==> src/rtl/univ_shiftreg.sv <==
// univ_shiftreg: universal shift register of DEPTH stages, WIDTH bits each.
// Operations: hold, shift right, shift left, parallel load, with a saturating
// count of shifts since the last clear (fill) and a full flag.
// Optional feature: define UNIV_SHIFTREG_ROTATE_EN to add the `rot` input,
// which turns both shift directions into rotations that leave fill untouched.
// All outputs are taken straight from registers or a decode of them.
module univ_shiftreg #(
    parameter int WIDTH = 1,
    parameter int DEPTH = 4
) (
    input  logic                       clk,
    input  logic                       clear,
    input  logic [1:0]                 mode,
    input  logic [WIDTH-1:0]           sin_r,
    input  logic [WIDTH-1:0]           sin_l,
    input  logic [WIDTH*DEPTH-1:0]     pin,
`ifdef UNIV_SHIFTREG_ROTATE_EN
    input  logic                       rot,
`endif
    output logic [WIDTH*DEPTH-1:0]     pout,
    output logic [WIDTH-1:0]           sout_r,
    output logic [WIDTH-1:0]           sout_l,
    output logic [$clog2(DEPTH+1)-1:0] fill,
    output logic                       full
);

    localparam int                FILL_W   = $clog2(DEPTH + 1);
    localparam logic [FILL_W-1:0] FILL_MAX = FILL_W'(DEPTH);

    localparam logic [1:0] MODE_HOLD  = 2'b00;
    localparam logic [1:0] MODE_RIGHT = 2'b01;
    localparam logic [1:0] MODE_LEFT  = 2'b10;
    localparam logic [1:0] MODE_LOAD  = 2'b11;

    // Packed so that stage i sits at bits [WIDTH*(i+1)-1 : WIDTH*i],
    // which is exactly the pin/pout mapping.
    logic [DEPTH-1:0][WIDTH-1:0] stage_q;
    logic [DEPTH-1:0][WIDTH-1:0] stage_d;
    logic [FILL_W-1:0]           fill_q;
    logic [FILL_W-1:0]           fill_d;
    logic                        rot_en;

    // Saturating increment: fill stops at DEPTH and never wraps.
    function automatic logic [FILL_W-1:0] fill_sat_inc(input logic [FILL_W-1:0] v);
        if (v >= FILL_MAX) begin
            return FILL_MAX;
        end
        return v + FILL_W'(1);
    endfunction

`ifdef UNIV_SHIFTREG_ROTATE_EN
    assign rot_en = rot;
`else
    assign rot_en = 1'b0;
`endif

    // Next-state selection for the stages and the shift counter.
    always_comb begin
        stage_d = stage_q;
        fill_d  = fill_q;
        case (mode)
            MODE_HOLD: begin
                stage_d = stage_q;
            end
            MODE_RIGHT: begin
                // Stage 0 is fed from sin_r, or from the last stage when rotating.
                stage_d = {stage_q[DEPTH-2:0], (rot_en ? stage_q[DEPTH-1] : sin_r)};
                if (!rot_en) begin
                    fill_d = fill_sat_inc(fill_q);
                end
            end
            MODE_LEFT: begin
                // Last stage is fed from sin_l, or from stage 0 when rotating.
                stage_d = {(rot_en ? stage_q[0] : sin_l), stage_q[DEPTH-1:1]};
                if (!rot_en) begin
                    fill_d = fill_sat_inc(fill_q);
                end
            end
            MODE_LOAD: begin
                stage_d = pin;
                fill_d  = FILL_MAX;
            end
            default: begin
                stage_d = stage_q;
            end
        endcase
    end

    // State register; clear (active-low, synchronous) overrides any operation.
    always_ff @(posedge clk) begin
        if (!clear) begin
            stage_q <= '0;
            fill_q  <= '0;
        end else begin
            stage_q <= stage_d;
            fill_q  <= fill_d;
        end
    end

    assign pout   = stage_q;
    assign sout_r = stage_q[DEPTH-1];
    assign sout_l = stage_q[0];
    assign fill   = fill_q;
    assign full   = (fill_q == FILL_MAX);

endmodule

==> config.mk <==
export PLATFORM = sky130hd
export DESIGN_NAME = univ_shiftreg
export DESIGN_NICKNAME = d
export VERILOG_FILES = /design/src/rtl/univ_shiftreg.sv
export SDC_FILE = /design/constraint.sdc
export NUM_CORES = 1
export LEC_CHECK = 0
export BUFFER_PORTS_ARGS = -buffer_cell sky130_fd_sc_hd__buf_2
export CORE_AREA = 2 2 39 41
export DETAILED_ROUTE_END_ITERATION = 7
export DIE_AREA = 0 0 41 43
export PLACE_DENSITY = 0.64
export SYNTH_ARGS = -nofsm -noshare
export SYNTH_HDL_FRONTEND = slang
export SYNTH_SLANG_ARGS = --single-unit
==> constraint.sdc <==
create_clock -name clk -period 2 [get_ports clk]
set_input_delay 0.4 -clock clk [delete_from_list [all_inputs] [get_ports clk]]
set_output_delay 0.4 -clock clk [all_outputs]
set_load 0.01 [all_outputs]
Yosys cells after proc, flatten, opt, wreduce, memory -nomap -nowiden. Cells that the tools add are included.

Output and inout port bits: 10. Memories: 0. Bits in read-only memories: 0. Bits in writable memories: 0. Logic and storage cells: 21. Latch bits: 0. Flip-flop bits (word level): 7.

Multiply operators: 0. $add $sub $neg: 1. Shifts and indexed selects: 0. Reduce and logical (&&, ||, !) cells: 2. Divide/modulo/power cells: 0. Bitwise gates (word level): 0. Equal/unequal tests: 4. Muxes and demuxes: 8. Order comparisons: 1.

Operator list (count): case mux 4 bit (3 select lines) (1); 2-to-1 mux 3 bit (3); case mux 3 bit (3 select lines) (1); == test 2 bit, second input constant (2); adder 3 x 1 -> 3 bit, second input constant (1); == test 3 bit, second input constant (1); greater-or-equal comparator 3 bit, second input constant (1); 2-to-1 mux 1 bit (3); nonzero test 3 bit (1); == test 2 x 1 -> 1 bit, second input constant (1); logical NOT 2 bit (1).

Depth between registers and ports, before layout.
Depth in word-level cells: 5. Mapped depth: 4. Depth with buffers taken out: 4.

Worst setup path before layout. OpenSTA, ideal clock, no wires.

Kind: register to output. From: reg fill_q[0] (netlist: fill[0]). To: out full. Arrival: 0.819 ns. Path buffers: 0. Cell stages (with the launch flop): 4. Data required time: 1.600 ns. Slack: 0.781 ns. Cell sequence: dfxtp_1 -> inv_1 -> ha_1 -> and2_1.

Word-level cells in the longest chain between the ends: 1.

RTL lines: start: declaration (line 39) `logic [FILL_W-1:0] fill_q;`; start signal: assignment (line 96) `fill_q <= fill_d;`; == test 3 bit (line 104) `assign full = (fill_q == FILL_MAX);`; end: declaration (line 24) `output logic full`.

No other way between the ends.

Worst setup path after layout. Ends and elaborated chain as after synthesis.

==> flow_metrics.py <==
metrics = {
    "run_status": {
        "status": "complete, no violations",
    },
    "detailed_routing": {
        "vias": 343,
        "ant_nets": 0,
        "viasPerCell": 4.70,
        "first_pass_iters": 4,
        "routed_wl_um": 743,
        "drt_iter0_markers": 5,
        "drc_errors": 0,
        "wl_per_cell_um": 10.2,
    },
    "layout": {
        "multi_input_area_um2": 221,
        "drive_gt1_share_pct": 42.1,
        "regArea_um2": 140,
        "area_delta_synth_final_pct": 29.1,
        "nets": 70,
        "num-fill-cells": 145,
        "fin_util_pct": 36.9,
        "n_antenna_cell": 0,
    },
    "global_routing": {
        "grt_max_degree": 12,
        "track_usage_pct": 9.48,
        "grt_pass1_wl_um": 1110,
        "antenna_found_initial": 0,
        "grt_remaining_overflow": 0,
        "grt_pass1_vias": 310,
    },
    "yosys": {
        "synth_top_area_share_pct": 35.4,
        "synth_top_family_by_area": "multiplexers",
        "yosys-top-cells-area": "dfxtp_1, mux2i_1, ha_1, o22ai_1, a32o_1",
        "synth_seq_cells": 7,
        "synthAdderAreaFrac_pct": 9.18,
        "yosys.area_share.simple_pct": 9.18,
        "yosys.area.top_type": "dfxtp_1",
        "synthMuxAreaShare_pct": 20.3,
        "synth_compound_area_share_pct": 13.3,
        "synthXorXnorAreaFrac_pct": 4.11,
        "syn_inst": 37,
        "ys_seq_area_share_pct": 35.4,
        "mappedNetlistNets": 49,
        "synth_cell_types": 17,
        "ys_warn_count": 0,
        "syn_avg_cell_area_um2": 10.7,
        "syn-cell-area_um2": 395,
    },
    "floorplan": {
        "rows": 14,
        "num_io_pins": 20,
        "die_w_um": 41,
        "design.die.area_um2": 1760,
        "core-area_um2": 1380,
        "die_h_um": 43,
        "start_util_pct": 28.6,
    },
    "clock_network": {
        "clock-sinks": 7,
        "numCtsBuffers": 3,
        "cts_root_buffer": "clkbuf_4",
        "cts_setup_buffers": 0,
        "clk_path_buf_depth": 2,
        "cts_tree": "yes",
        "cts_max_level": 1,
        "clk_pin_slew_worst_paths_ns": 0.05,
        "clk_latency_ns": 0.24,
        "ctsResizeCount": 0,
        "ctsHoldBuffers": 0,
    },
    "pwr": {
        "total_power_mw": 0.354,
        "p_sw_mw": 0.0924,
        "clkPwrFrac_pct": 35.1,
        "p_int_mw": 0.261,
        "p_seq_share_pct": 45.0,
        "peakVddDrop_mv": 0.268,
        "p_per_area_nw_per_um2": 693,
        "p_sw_share_pct": 26.1,
        "p_leak_nw": 0.261,
        "combPwrFrac_pct": 19.9,
    },
    "sta": {
        "relSlewSlack_pct": 79.5,
        "rsz0062_at_grt": "no",
        "timing.final.crit_share_pct": 76.8,
        "period_needed_ns": 1.54,
        "layout_setup_ws_ns": 0.463,
        "setup_viol": 0,
        "max_freq_mhz": 651,
        "fin_skew_ns": 0.00280,
        "whs_ns": 0.434,
        "tightest_slew_ns": 0.307,
        "finalMaxSlewViolations": 0,
        "finalHoldViolCount": 0,
        "finalSetupTns_ns": 0,
    },
    "worst_setup_path": {
        "cp_slowest_cell": "dfxtp_1",
        "start_kind": "flop",
        "path_max_fanout": 5,
        "cpPeakStageDelay_ns": 0.38,
        "path_class": "flop to primary output",
        "worstPathArrival_ns": 1.14,
        "cp.required_ns": 1.60,
        "crit_chain": "inv_1 > ha_1 > and2_1 > buf_2",
        "end_kind": "primary output",
    },
    "placement": {
        "dpl_worst_slack_ns": 0.714,
        "port_buffers": 19,
        "dp.final_hpwl_um": 591,
        "globalplace.congestion": 0.638,
    },
    "run": {
        "maxCapViolations": 0,
    },
    "min_path": {
        "hp-class": "input pin to flop",
    },
}
==> cell usage after synthesis <==
cell type and count:
mux2i_1 8, dfxtp_1 7, o22ai_1 4, a32o_1 2
buf_4 2, ha_1 2, inv_1 2, and2_1 1
and3b_1 1, buf_6 1, maj3_2 1, nand2_1 1
nand2b_1 1, nor2_1 1, nor3b_1 1, o21a_1 1
xor2_2 1
==> kinds of logic (layout without fill, tap and decap cells) <==
kind of cell,count (synthesis),count (layout)
compound gates,7,7
fa+ha+maj,3,3
flops,7,7
buf+inv,5,25
xor+xnor,1,1
mux,8,8
simple gates,6,6
==> flip-flops by register name, indices dropped and copies added, names as in the netlist <==
register,count
pout,2
sout_r,1
sout_l,1
fill,3
==> worst max-delay path: cells and delay by family, from the launching register on <==
family,cells,cell delay (ns)
buffers and inverters,2,0.19
adders and majority gates,1,0.18
DFF,1,0.38
and+or+nand+nor,1,0.14
==> metrics by stage <==
step           instance area [µm²]  std cells
4_1_cts                        510         73
3_3_place_gp                   484         69
2_1_floorplan                  395         37
5_1_grt                        510         73
6_report                       510         73
3_5_place_dp                   484         69
==> power by group through the flow <==
stage	combinational, mW	clock, mW	sequential [mW]
after global routing	0.0795	0.136	0.161
after floorplan	0.0420	0	0.166
final	0.0703	0.124	0.159
after detailed placement	0.0713	0	0.162
after CTS	0.0716	0.130	0.159
after global placement	0.0704	0	0.162
==> worst paths after layout <==
kind	end	slack (ns)	startpoint	depth (start not counted)
setup / recovery	full	0.46	fill[0]$_SDFFE_PN0P_	4
hold / removal	sout_l$_SDFFE_PN0P_	0.43	pin[0]	3
setup reg to reg	fill[1]$_SDFFE_PN0P_	0.80	fill[0]$_SDFFE_PN0P_	4
hold reg to reg	fill[2]$_SDFFE_PN0P_	0.55	fill[2]$_SDFFE_PN0P_	1
==> cell type report <==
type                            count  share of cell area [%]
Clock buffer                        4                    5.15
Inverter                            2                    1.47
Multi-Input combinational cell     25                    43.4
Sequential cell                     7                    27.5
Tap cell                           16                    3.92
Timing Repair Buffer               19                    18.6
==> metal layers <==
layer | vias to the layer above | wire [µm] | global-route usage [%]
met5 | - | 0 | 0
met4 | 0 | 0 | 6.00
met3 | 0 | 61 | 3.14
met2 | 12 | 332 | 13.1
met1 | 158 | 349 | 12.1
li1 | 173 | - | -
==> placed cells by master, fill, tap and decap left out <==
cell type / count
inv_1: 2
maj3_2: 1
clkbuf_4: 3
o21a_1: 1
a32o_1: 2
nor2_1: 1
buf_2: 19
dfxtp_1: 7
nor3b_1: 1
ha_1: 2
nand2b_1: 1
nand2_1: 1
mux2i_1: 8
and2_1: 1
xor2_2: 1
clkbuf_1: 1
and3b_1: 1
o22ai_1: 4
(Power assumes the default switching activity.)
